File: config.mk
export PLATFORM = sky130hd
export DESIGN_NAME = rede_io_sched_flat
export DESIGN_NICKNAME = d
export VERILOG_FILES = /design/src/rtl/rede_io_sched_pkg.sv /design/src/rtl/rede_io_sched_if.sv /design/src/rtl/rede_bank_buf.sv /design/src/rtl/rede_io_sched.sv /design/src/flat_wrapper.sv
export SDC_FILE = /design/constraint.sdc
export NUM_CORES = 1
export LEC_CHECK = 0
export CAP_MARGIN = 30
export CORE_UTILIZATION = 35
export CTS_CLUSTER_SIZE = 10
export DETAILED_ROUTE_END_ITERATION = 10
export GPL_TIMING_DRIVEN = 0
export PLACE_DENSITY_LB_ADDON = 0.15
export SLEW_MARGIN = 20
export SYNTH_ARGS = -nofsm -noshare
export SYNTH_HDL_FRONTEND = slang
export SYNTH_HIERARCHICAL = 1
export SYNTH_SLANG_ARGS = --single-unit
File: constraint.sdc
create_clock -name clk -period 4.3 [get_ports clk]
set_clock_uncertainty 0.15 [all_clocks]
set_input_delay 0.86 -clock clk [delete_from_list [all_inputs] [get_ports clk]]
set_output_delay 0.86 -clock clk [all_outputs]
set_load 0.05 [all_outputs]
File: src/rtl/rede_io_sched_pkg.sv
// Shared types and constants for the rede_io_sched frame sequencer.
package rede_io_pkg;

  localparam int unsigned FRAME_CNT_W = 16;

  typedef enum logic [1:0] {
    IN_BOOT,
    IN_FILL,
    IN_FULL
  } in_state_e;

  typedef enum logic {
    OUT_COLLECT,
    OUT_DRAIN
  } out_state_e;

  // Index width for an n-entry bank, never narrower than one bit.
  function automatic int unsigned CLOG2(input int unsigned n);
    int unsigned w;
    w = 1;
    while ((64'd1 << w) < 64'(n)) w++;
    return w;
  endfunction

endpackage

File: src/rtl/rede_io_sched_if.sv
// Inbound and outbound valid/ready sample streams of rede_io_sched.
interface rede_io_sched_if #(
  parameter int unsigned NUBITS = 31
) ();

  logic [NUBITS-1:0] s_data;
  logic              s_valid;
  logic              s_ready;
  logic [NUBITS-1:0] m_data;
  logic              m_valid;
  logic              m_ready;

  modport slave (
    input  s_data, s_valid, m_ready,
    output s_ready, m_data, m_valid
  );

  modport master (
    output s_data, s_valid, m_ready,
    input  s_ready, m_data, m_valid
  );

endinterface

File: src/rtl/rede_bank_buf.sv
// NUM x NUBITS register bank: per-word write mask, bulk copy-in, one-hot read mux.
module rede_bank_buf #(
  parameter int unsigned NUM    = 4,
  parameter int unsigned NUBITS = 31
) (
  input  logic                  clk,
  input  logic                  rst_n,
  input  logic [NUM-1:0]        wr_mask,
  input  logic [NUBITS-1:0]     wr_data,
  input  logic                  load,
  input  logic [NUM*NUBITS-1:0] load_data,
  input  logic [NUM-1:0]        rd_sel,
  output logic [NUBITS-1:0]     rd_data,
  output logic [NUM*NUBITS-1:0] q
);

  // A masked write wins over a same-edge bulk copy so a word arriving on the
  // copy edge lands in the destination.
  always_ff @(posedge clk or negedge rst_n) begin
    if (!rst_n) begin
      q <= '0;
    end else begin
      for (int unsigned k = 0; k < NUM; k++) begin
        if (wr_mask[k])
          q[k*NUBITS +: NUBITS] <= wr_data;
        else if (load)
          q[k*NUBITS +: NUBITS] <= load_data[k*NUBITS +: NUBITS];
      end
    end
  end

  always_comb begin
    rd_data = '0;
    if ($onehot(rd_sel)) begin
      for (int unsigned k = 0; k < NUM; k++) begin
        if (rd_sel[k]) rd_data = q[k*NUBITS +: NUBITS];
      end
    end
  end

endmodule

File: src/rtl/rede_io_sched.sv
// Frame-level I/O sequencer: packs inbound samples into double-buffered frames for
// proc_fx, and captures its result frames for draining to the outbound stream.
module rede_io_sched
  import rede_io_pkg::*;
#(
  parameter int unsigned NUBITS = 31,
  parameter int unsigned NUIOIN = 4,
  parameter int unsigned NUIOOU = 4
) (
  input  logic                   clk,
  input  logic                   rst,
  rede_io_sched_if.slave         strm,
  output logic                   proc_hold,
  output logic [NUBITS-1:0]      io_in,
  input  logic [NUIOIN-1:0]      req_in,
  input  logic [NUBITS-1:0]      io_out,
  input  logic [NUIOOU-1:0]      out_en,
  output logic                   underrun,
  output logic                   overrun,
  output logic [FRAME_CNT_W-1:0] frame_cnt
);

  localparam int unsigned IDX_W  = CLOG2(NUIOIN);
  localparam int unsigned OIDX_W = CLOG2(NUIOOU);
  localparam logic [IDX_W-1:0]  IDX_LAST  = IDX_W'(NUIOIN - 1);
  localparam logic [OIDX_W-1:0] OIDX_LAST = OIDX_W'(NUIOOU - 1);

  // ---------------- input side: banks S (shadow) and A (active) ----------------
  in_state_e                in_state;
  logic [IDX_W-1:0]         idx;
  logic                     accept, last_acc, swap_req, a_load;
  logic [NUIOIN-1:0]        s_wr_mask, a_wr_mask;
  logic [NUIOIN*NUBITS-1:0] s_q, a_q_unused;
  logic [NUBITS-1:0]        s_rd_unused;

  assign accept    = strm.s_valid & strm.s_ready;
  assign last_acc  = accept && (idx == IDX_LAST);
  assign swap_req  = req_in[NUIOIN-1] && (in_state != IN_BOOT);
  assign a_load    = (in_state == IN_BOOT && last_acc) ||
                     (swap_req && (in_state == IN_FULL || last_acc));
  assign a_wr_mask = a_load ? s_wr_mask : '0;

  always_comb begin
    s_wr_mask = '0;
    if (accept) s_wr_mask[idx] = 1'b1;
  end

  rede_bank_buf #(.NUM(NUIOIN), .NUBITS(NUBITS)) u_bank_s (
    .clk(clk), .rst_n(rst),
    .wr_mask(s_wr_mask), .wr_data(strm.s_data),
    .load(1'b0), .load_data('0),
    .rd_sel('0), .rd_data(s_rd_unused), .q(s_q)
  );

  rede_bank_buf #(.NUM(NUIOIN), .NUBITS(NUBITS)) u_bank_a (
    .clk(clk), .rst_n(rst),
    .wr_mask(a_wr_mask), .wr_data(strm.s_data),
    .load(a_load), .load_data(s_q),
    .rd_sel(req_in), .rd_data(io_in), .q(a_q_unused)
  );

  always_ff @(posedge clk or negedge rst) begin
    if (!rst) begin
      in_state     <= IN_BOOT;
      idx          <= '0;
      frame_cnt    <= '0;
      proc_hold    <= 1'b1;
      strm.s_ready <= 1'b1;
      underrun     <= 1'b0;
    end else begin
      if (accept) idx <= last_acc ? '0 : idx + 1'b1;
      if (a_load) frame_cnt <= frame_cnt + 1'b1;
      case (in_state)
        IN_BOOT: begin
          if (last_acc) begin
            proc_hold <= 1'b0;
            in_state  <= IN_FILL;
          end
        end
        IN_FILL: begin
          // A swap racing the last word is a clean swap; any other swap in FILL underruns.
          if (swap_req && !last_acc) begin
            underrun <= 1'b1;
          end else if (last_acc && !swap_req) begin
            in_state     <= IN_FULL;
            strm.s_ready <= 1'b0;
          end
        end
        IN_FULL: begin
          if (swap_req) begin
            in_state     <= IN_FILL;
            strm.s_ready <= 1'b1;
          end
        end
        default: in_state <= IN_BOOT;
      endcase
    end
  end

  // ---------------- output side: banks C (capture) and D (drain) ----------------
  out_state_e               out_state;
  logic [OIDX_W-1:0]        oidx;
  logic                     d_load, m_fire;
  logic [NUIOOU-1:0]        d_sel;
  logic [NUBITS-1:0]        c_rd0, c0_next, d_rd;
  logic [NUIOOU*NUBITS-1:0] c_q, d_q_unused;

  assign d_load  = out_en[NUIOOU-1] && (out_state == OUT_COLLECT);
  assign m_fire  = strm.m_valid & strm.m_ready;
  assign c0_next = out_en[0] ? io_out : c_rd0;

  // d_sel looks one word ahead so m_data can be registered on each handshake.
  always_comb begin
    d_sel = '0;
    for (int unsigned k = 0; k < NUIOOU; k++) begin
      if (k == 32'(oidx) + 32'd1) d_sel[k] = 1'b1;
    end
  end

  rede_bank_buf #(.NUM(NUIOOU), .NUBITS(NUBITS)) u_bank_c (
    .clk(clk), .rst_n(rst),
    .wr_mask(out_en), .wr_data(io_out),
    .load(1'b0), .load_data('0),
    .rd_sel(NUIOOU'(1)), .rd_data(c_rd0), .q(c_q)
  );

  rede_bank_buf #(.NUM(NUIOOU), .NUBITS(NUBITS)) u_bank_d (
    .clk(clk), .rst_n(rst),
    .wr_mask(d_load ? out_en : '0), .wr_data(io_out),
    .load(d_load), .load_data(c_q),
    .rd_sel(d_sel), .rd_data(d_rd), .q(d_q_unused)
  );

  always_ff @(posedge clk or negedge rst) begin
    if (!rst) begin
      out_state    <= OUT_COLLECT;
      oidx         <= '0;
      strm.m_valid <= 1'b0;
      strm.m_data  <= '0;
      overrun      <= 1'b0;
    end else begin
      case (out_state)
        OUT_COLLECT: begin
          if (d_load) begin
            out_state    <= OUT_DRAIN;
            oidx         <= '0;
            strm.m_valid <= 1'b1;
            strm.m_data  <= c0_next;
          end
        end
        OUT_DRAIN: begin
          if (out_en[NUIOOU-1]) overrun <= 1'b1;
          if (m_fire) begin
            if (oidx == OIDX_LAST) begin
              out_state    <= OUT_COLLECT;
              strm.m_valid <= 1'b0;
              strm.m_data  <= '0;
            end else begin
              oidx        <= oidx + 1'b1;
              strm.m_data <= d_rd;
            end
          end
        end
      endcase
    end
  end

endmodule

File: src/flat_wrapper.sv
// flat-port wrapper written by rule: the top's interface ports become plain ports
module rede_io_sched_flat import rede_io_pkg::*;
#(
  parameter int unsigned NUBITS = 31,
  parameter int unsigned NUIOIN = 4,
  parameter int unsigned NUIOOU = 4
)
  (clk, rst, proc_hold, io_in, req_in, io_out, out_en, underrun, overrun, frame_cnt, strm_s_data, strm_s_valid, strm_m_ready, strm_s_ready, strm_m_data, strm_m_valid);
  rede_io_sched_if #(.NUBITS(NUBITS)) strm_i ();
  input  logic clk;
  input  logic rst;
  output logic proc_hold;
  output logic [NUBITS-1:0] io_in;
  input  logic [NUIOIN-1:0] req_in;
  input  logic [NUBITS-1:0] io_out;
  input  logic [NUIOOU-1:0] out_en;
  output logic underrun;
  output logic overrun;
  output logic [FRAME_CNT_W-1:0] frame_cnt;
  input wire logic [$bits(strm_i.s_data)-1:0] strm_s_data;
  input wire logic [$bits(strm_i.s_valid)-1:0] strm_s_valid;
  input wire logic [$bits(strm_i.m_ready)-1:0] strm_m_ready;
  output wire logic [$bits(strm_i.s_ready)-1:0] strm_s_ready;
  output wire logic [$bits(strm_i.m_data)-1:0] strm_m_data;
  output wire logic [$bits(strm_i.m_valid)-1:0] strm_m_valid;
  assign strm_i.s_data = strm_s_data;
  assign strm_i.s_valid = strm_s_valid;
  assign strm_i.m_ready = strm_m_ready;
  assign strm_s_ready = strm_i.s_ready;
  assign strm_m_data = strm_i.m_data;
  assign strm_m_valid = strm_i.m_valid;
  rede_io_sched #(.NUBITS(NUBITS), .NUIOIN(NUIOIN), .NUIOOU(NUIOOU)) u_core (.clk(clk), .rst(rst), .strm(strm_i), .proc_hold(proc_hold), .io_in(io_in), .req_in(req_in), .io_out(io_out), .out_en(out_en), .underrun(underrun), .overrun(overrun), .frame_cnt(frame_cnt));
endmodule
==> flow_metrics.tcl <==
set metrics [dict create \
    grtUsageMet2 0.377 \
    cts-htree-levels 3 \
    rsz0062_at_grt "no" \
    finalSetupViolCount 0 \
    viasPerCell 5.24 \
    path_class "input pin to primary output" \
    num_io_pins 157 \
    path_buf_inv 3 \
    antenna_found_initial 2 \
    finalSetupTns_ns 0 \
    grt_pass1_vias 23500 \
    regToRegEndpoint "u_core/strm.m_data[18]$_DFFE_PN0P_" \
    grt_overflow 0 \
    r2r_slack_ns 0.79 \
    vias 23500 \
    clock_sinks 555 \
    wl_per_cell_um 22.6 \
    slowest_delay_ns 0.35 \
    fmax_ghz 0.238 \
    core_area_sq_um 82400 \
    grt_max_degree 91 \
    path_cells "dlygate4sd2_1 -> ha_1 -> fa_2 -> ha_4 -> nor4b_4 -> buf_4 -> o21ai_0 -> o2bb2ai_1 -> buf_2" \
    routed_wl_um 101000 \
    met1_usage 0.340 \
    syn2layout_area_growth_pct 21.7 \
    insertion_delay_ns 0.64 \
    worstSetupEndpointType "primary output" \
    cp_max_fo 3 \
    cap_viol_max_count 0 \
    syn_area_sq_um 29200 \
    use_met3 0.0342 \
    drc 0 \
    holdBufCountCts 0 \
    cts_tree "built" \
    hold_viol 0 \
    rows 105 \
    layout.nets 3463 \
    powerDensity_nw_per_um2 497 \
    worst_pin_slew_ns 0.952 \
    cts_buffers 70 \
    layout-drive-gt1-share 0.111 \
    peakVddDrop_v 0.000360 \
    syn_inst 2865 \
    die_area_sq_um 84700 \
    die_y_um 291 \
    dpl_cell_area_sq_um 33300 \
    r2r-start "u_core/oidx[0]$_DFFE_PN0P_" \
    critical_path.top_delay_family "adder cells" \
    drt_iter0_drc 1735 \
    post-route-util 0.432 \
    gp_congestion 0.821 \
    crit_slowest_cell "fa_2" \
    status "complete, no violations" \
    cp.arrival_ns 3.19 \
    stdcell_area_sq_um 35600 \
    min_path_type "input pin to asynchronous set/reset pin" \
    firstDrtPassIters 5 \
    clock_path_buffers 3 \
    grt_pass1_wl_um 154000 \
    power_leakage_nw 14.9 \
    place_hpwl_um 68100 \
    start_util 0.355 \
    critPathRequiredTime_ns 3.29 \
    clock-root-buffer "clkbuf_16" \
    die_x_um 291 \
    yosysWarnings 6 \
    finalPower_mw 17.7 \
    maxSlewViolCount 0 \
    syn_area_per_cell_sq_um 10.2 \
    ant_nets 0 \
    clkTransAtPathRegs_ns 0.05 \
    maxSlewHeadroom 0.365 \
    grt.busiest_layer "met2" \
    crit_path_start_kind "input pin" \
    finalCritPeriodShare 0.977 \
    fin_crit_ns 4.20 \
    reg2reg_depth 10 \
    io_buffer_count 155 \
    grt_use_total 0.238 \
]
[per-stage QoR]
| step | hold slack [ns] | cells | setup WS [ns] |
|---|---|---|---|
| after floorplan | 0.341 | 3135 | 0.0952 |
| after global placement | 0.293 | 4360 | -24.97 |
| after detailed placement | 0.297 | 4367 | -1.25 |
| after CTS | 0.00129 | 4482 | 0.0369 |
| after global routing | 0.0326 | 4483 | 0.0304 |
| final | 0.0197 | 4485 | 0.0988 |
[how the worst max path moves through the flow]
stage	start	to	slack (ns)	cells past startpoint
3_5_place_dp	req_in[1]	io_in[19]	-1.25	9
2_1_floorplan	req_in[0]	io_in[20]	0.1	7
4_1_cts	req_in[0]	io_in[30]	0.04	9
3_3_place_gp	rst	u_core/u_bank_s/q[99]$_DFFE_PN0P_	-24.97	1
5_1_grt	req_in[0]	io_in[9]	0.03	10
6_report	req_in[0]	io_in[30]	0.1	9
[repair_timing]
action | in CTS | in global routing
pin swaps | 2 | 1
gates resized for setup | 203 | 8
endpoints found under the setup margin | 31 | 13
buffers inserted | 2 | 0
[registers in the layout, summed over array words and instances, names as in the netlist, 16 cells and up]
name and count:
u_core/u_bank_s/q 124, u_core/u_bank_d/q 124, u_core/strm.m_data 31, u_core/u_bank_a/q 124
u_core/u_bank_c/q 124, u_core/frame_cnt 16
[per-layer routing]
layer | part of all wire | up-vias
met5 | 0 | -
met4 | 0.021 | 0
met3 | 0.057 | 130
met2 | 0.46 | 709
met1 | 0.47 | 11700
li1 | - | 11000
[final cells by class]
type                    instances  area, sq um
fillers                      7966        46800
multi-input cells            2325        15000
flip-flops and latches        555        13900
clock buffers                 104         2030
repair buffers                164         1690
plain buffers                 246         1450
well taps                    1070         1340
clock inverters                 9          151
inverters                       9         33.8
diodes                          3         7.51
[cells in the final DEF, fill, tap and decap left out, drive strengths merged, types with 2 or more instances in the layout]
cell,instances
dfrtp,553
clkinv,7
o21ai,622
a21oi,33
clkbuf,236
xor2,4
nor3,7
nand3,5
o2bb2ai,93
dfstp,2
inv,11
nor4,2
clkdlybuf4s50,119
fa,3
nand4b,3
dlygate4sd2,3
a21o,3
nor4b,3
and3,5
ha,15
mux2,2
and2,7
diode,3
xnor2,11
nand4,6
conb,272
nor2,39
nor2b,9
a221oi,93
nand2,549
mux2i,528
o22a,2
buf,155
[report_power, final]
| group | total (mW) | switching, mW | internal, mW |
|---|---|---|---|
| Sequential | 6.75 | 0.608 | 6.14 |
| Combinational | 5.22 | 3.34 | 1.88 |
| Clock | 5.71 | 2.43 | 3.28 |
| Total | 17.7 | 6.38 | 11.3 |
No activity file was read; power rests on OpenSTA's default activity.
==> RTL change 1 (same flow settings) <==
Encoding of `in_state_e`: now one-hot (3 bits for 3 states).
--- a/src/rtl/rede_io_sched_pkg.sv
+++ b/src/rtl/rede_io_sched_pkg.sv
@@ -3,10 +3,10 @@
 
   localparam int unsigned FRAME_CNT_W = 16;
 
-  typedef enum logic [1:0] {
-    IN_BOOT,
-    IN_FILL,
-    IN_FULL
+  typedef enum logic [2:0] {
+    IN_BOOT = 3'b001,
+    IN_FILL = 3'b010,
+    IN_FULL = 3'b100
   } in_state_e;
 
   typedef enum logic {
Function: same outputs for any inputs over 4 cycles, from zero or initial values and one cycle with rst low; so few cycles prove little.
==> RTL change 1 against the unedited design <==
  * Wire length rose by 0.48%
  * First-iteration DRC count rose by 0.69%
  * Area after synthesis barely moved
  * Setup slack improved by 0.039 ns
  * Largest cell class unchanged
  * Count of clock-buffer cells in the layout rose by 1
  * Power fell by 6.8%
  * Highest routed layer is now met5
  * Synthesized cell count fell by 0.10%
  * Cell area fell by 0.33%
  * Sequential cell count rose by 1
  * Critical endpoint is now io_in[28]
==> RTL change 1: results (changes against the unedited design) <==
Placement
  – Dpl hpwl: 68.9 mm (+1.3%)
  – GPL Wtd Cong: 0.811 (-1.2%)
  – Port-buffer cells: 155 (unchanged)
  – Placed Cells: 4,363 (-0.092%)

Synthesis
  – Warnings from Yosys: 6 (unchanged)
  – Mean area per synthesized cell: 10.2 µm² (about the same)

Pwr
  – VDD IR max: 313 µV (-13%)
  – Lkg Pwr: 14.9 nW (about the same)

Finish
  – Final Non-Filler Cells: 4,480 (-0.11%)
  – ANT cells: 0 (-3)
  – Final #Nets: 3,460 (-0.087%)
  – Layout cells sized above 1: 10.9% (-0.26 points)

GRT
  – Initial antenna violation count: 2 (unchanged)
  – Gr usage total: 24.0% (+0.15 points)
  – Pin count of the biggest net entering global routing: 93 (+2.2%)
  – Global-route wire length before repair: 153 mm (-0.27%)
  – Grt ovf: 0 (unchanged)
  – Vias in the first global route: 23,400 (-0.32%)

Outcome
  – Status: completed

CTS
  – Worst-case clock buffer depth: 3 (unchanged)
  – Root buf cell: clkbuf_16
  – H-tree depth: 3 (unchanged)
  – CTS Buf Count: 70 (unchanged)
  – CTS clk-pin slew, worst paths: 0.05 ns (about the same)
  – Worst skew pair latency: 0.63 ns

Routing
  – Vias per cell: 5.21 (-0.65%)
  – Routed length per instance: 22.7 µm (+0.59%)
  – Starting DRT DRC Count: 1,747 (+0.69%)
  – DRT Pass-1 Iters: 5 (unchanged)

STA
  – WHS: 0.0374 ns (+0.0177 ns)
  – Pin slew with the least headroom to its limit: 0.882 ns (-0.0704 ns)

Setup path
  – Worst path max stage delay: 0.36 ns
  – CP max FO: 10 (+7)
  – Crit path DAT: 3.15 ns (-0.04 ns)
  – Crit path max-delay cell type: fa_2
  – Reg2Reg Setup Slack: 0.53 ns (-0.26 ns)

Min path
  – Worst min path class: input pin to async pin
## RTL change 1: layer usage
metal / GRT usage, % / wire, µm / part of all wire (%) / up-vias
li1: - / - / - / 11000
met1: 32.4 / 45900 / 45 / 11600
met2: 39.6 / 48500 / 48 / 602
met3: 3.28 / 4420 / 4.3 / 165
met4: 7.79 / 3040 / 3.0 / 4
met5: 0 / 27 / 0.026 / -
## RTL change 1: final cells by class
| type | count | area, µm² |
|---|---|---|
| Buffer | 241 | 1410 |
| Clock buffer | 105 | 2000 |
| Clock inverter | 9 | 130 |
| Fill cell | 8037 | 46900 |
| Inverter | 10 | 37.5 |
| Multi-Input combinational cell | 2325 | 15000 |
| Sequential cell | 556 | 13900 |
| Tap cell | 1070 | 1340 |
| Timing Repair Buffer | 164 | 1650 |
## RTL change 1: worst max-delay path, delay by kind of cell
family | cells | cell delay (ns)
AND/OR/NAND/NOR | 1 | 0.30
AO/OA/AOI/OAI | 2 | 0.32
adder cells (fa/ha/maj) | 3 | 0.93
buffers and inverters | 4 | 0.72
## RTL change 1: metrics by stage
| step | utilization (%) | TNS [ns] | area [µm²] | setup slack, ns | total power [W] |
|---|---|---|---|---|---|
| final | 43.0 | 0 | 35500 | 0.138 | 0.0165 |
| after global routing | 43.0 | 0 | 35500 | 0.0969 | 0.0172 |
| after CTS | 43.0 | 0 | 35400 | 0.0276 | 0.0165 |
| after detailed placement | 40.4 | -33.08 | 33300 | -1.24 | 0.0108 |
| after global placement | 40.2 | - | 33100 | -24.86 | 0.0108 |
| after floorplan | - | 0 | 30200 | 0.0952 | 0.00915 |
## RTL change 1: path summary, 6_finish.rpt
| kind | from | endpoint | cells after the start |
|---|---|---|---|
| setup / recovery | req_in[1] | io_in[28] | 10 |
| hold / removal | rst | u_core/frame_cnt[15]$_DFFE_PN0N_ | 1 |
| setup reg to reg | u_core/oidx[0]$_DFFE_PN0P_ | u_core/strm.m_data[28]$_DFFE_PN0P_ | 12 |
| hold reg to reg | u_core/overrun$_DFFE_PN0P_ | u_core/overrun$_DFFE_PN0P_ | 1 |
| max in group asynchronous | rst | u_core/u_bank_a/q[99]$_DFFE_PN0P_ | 4 |
| min in group clk | u_core/overrun$_DFFE_PN0P_ | u_core/overrun$_DFFE_PN0P_ | 1 |
## RTL change 1: repair_timing
action | 4_1_cts | 5_1_grt
cloned | 1 | 0
resized for setup | 197 | 17
buffers inserted | 2 | 0
pin swaps | 2 | 4
hold buffers | 0 | 0
setup endpoints to repair | 31 | 31
## RTL change 1: where the power goes
group / switching, W / internal [W] / total (W)
clock network: 0.00235 / 0.00328 / 0.00563
logic: 0.00285 / 0.00158 / 0.00442
registers: 0.000497 / 0.00593 / 0.00643
total: 0.00570 / 0.0108 / 0.0165
==> RTL change 2 (config.mk and constraints unchanged) <==
Without the edit above. `NUIOIN` is set to 4 in 2 places; all go to 2.
--- a/src/rtl/rede_io_sched.sv
+++ b/src/rtl/rede_io_sched.sv
@@ -4,7 +4,7 @@
   import rede_io_pkg::*;
 #(
   parameter int unsigned NUBITS = 31,
-  parameter int unsigned NUIOIN = 4,
+  parameter int unsigned NUIOIN = 2,
   parameter int unsigned NUIOOU = 4
 ) (
   input  logic                   clk,
--- a/src/flat_wrapper.sv
+++ b/src/flat_wrapper.sv
@@ -2,7 +2,7 @@
 module rede_io_sched_flat import rede_io_pkg::*;
 #(
   parameter int unsigned NUBITS = 31,
-  parameter int unsigned NUIOIN = 4,
+  parameter int unsigned NUIOIN = 2,
   parameter int unsigned NUIOOU = 4
 )
   (clk, rst, proc_hold, io_in, req_in, io_out, out_en, underrun, overrun, frame_cnt, strm_s_data, strm_s_valid, strm_m_ready, strm_s_ready, strm_m_data, strm_m_valid);
Interface: changed (resized req_in); port bits go from 157 to 155. No check against the original RTL was run, so the function may have changed too.
==> RTL change 2 against the unedited design <==
  * Wire length is 24% lower
  * Critical endpoint is now io_in[6]
  * Maximum frequency is 0.20% higher
  * Area after synthesis is 22% lower
  * Setup slack better by 0.0083 ns
  * Power fell by 15%
  * Count of clock-buffer cells in the layout is 19 lower
  * Cell area shrank 22%
  * Largest cell class unchanged
  * Sequential cell count decreased by 125
==> RTL change 2: results (changes against the unedited design) <==
Routing
  – WL met2: 37.3 mm (-19%)
  – Highest Signal Layer: met5
  – Via count: 18,500 (-21%)
  – Routed wl met3: 4.79 mm (-17%)

Outcome
  – Status: completed

Setup path
  – Delay-heaviest family, CP: buffers and inverters
  – Crit path max-delay cell type: clkdlybuf4s50_1
  – Worst path max stage delay: 0.79 ns (+0.44 ns)
  – CP max FO: 10 (+7)

Placement
  – Placed inst area: 26,200 µm² (-21%)
  – GPL Wtd Cong: 0.835 (+1.7%)
  – Dpl hpwl: 52.5 mm (-23%)
  – Port-buffer cells: 153 (-1.3%)

Die
  – Total core area: 64,300 µm² (-22%)

Pwr
  – Internal power: 0.00933 W (-17%)
  – Power Total: 0.0149 W (-15%)
  – Clock-net power: 0.00432 W (-24%)
  – VDD IR max: 268 µV (-26%)

Finish
  – Clock Buffer Count: 85 (-18%)
  – NonClk Buf Share: 10.2% (+1.3 points)

GRT
  – Met1 Usage GRT: 30.7% (-3.4 points)
  – Pin count of the biggest net entering global routing: 93 (+2.2%)
  – Met3 usage: 3.75% (+0.33 points)

CTS
  – H-tree depth: 2 (-1)

STA
  – Slew HR: 34.2% (-2.3 points)
-- RTL change 2: worst paths after layout --
check | from | to | slack (ns) | cells past startpoint
worst max register to register | u_core/oidx[0]$_DFFE_PN0P_ | u_core/strm.m_data[26]$_DFFE_PN0P_ | 0.64 | 11
worst min register to register | u_core/overrun$_DFFE_PN0P_ | u_core/overrun$_DFFE_PN0P_ | 0.31 | 1
max in group asynchronous | rst | u_core/strm.m_data[7]$_DFFE_PN0P_ | 2.14 | 4
min in group clk | u_core/overrun$_DFFE_PN0P_ | u_core/overrun$_DFFE_PN0P_ | 0.31 | 1
worst min-delay path | rst | u_core/frame_cnt[13]$_DFFE_PN0P_ | 0.10 | 1
worst max-delay path | req_in[1] | io_in[6] | 0.11 | 5
-- RTL change 2: metrics by stage --
stage               std cells  util (%)
global route             3538      43.4
floorplan                2434         -
CTS                      3538      43.3
detailed placement       3446      40.8
finish                   3539      43.4
global placement         3442      40.6
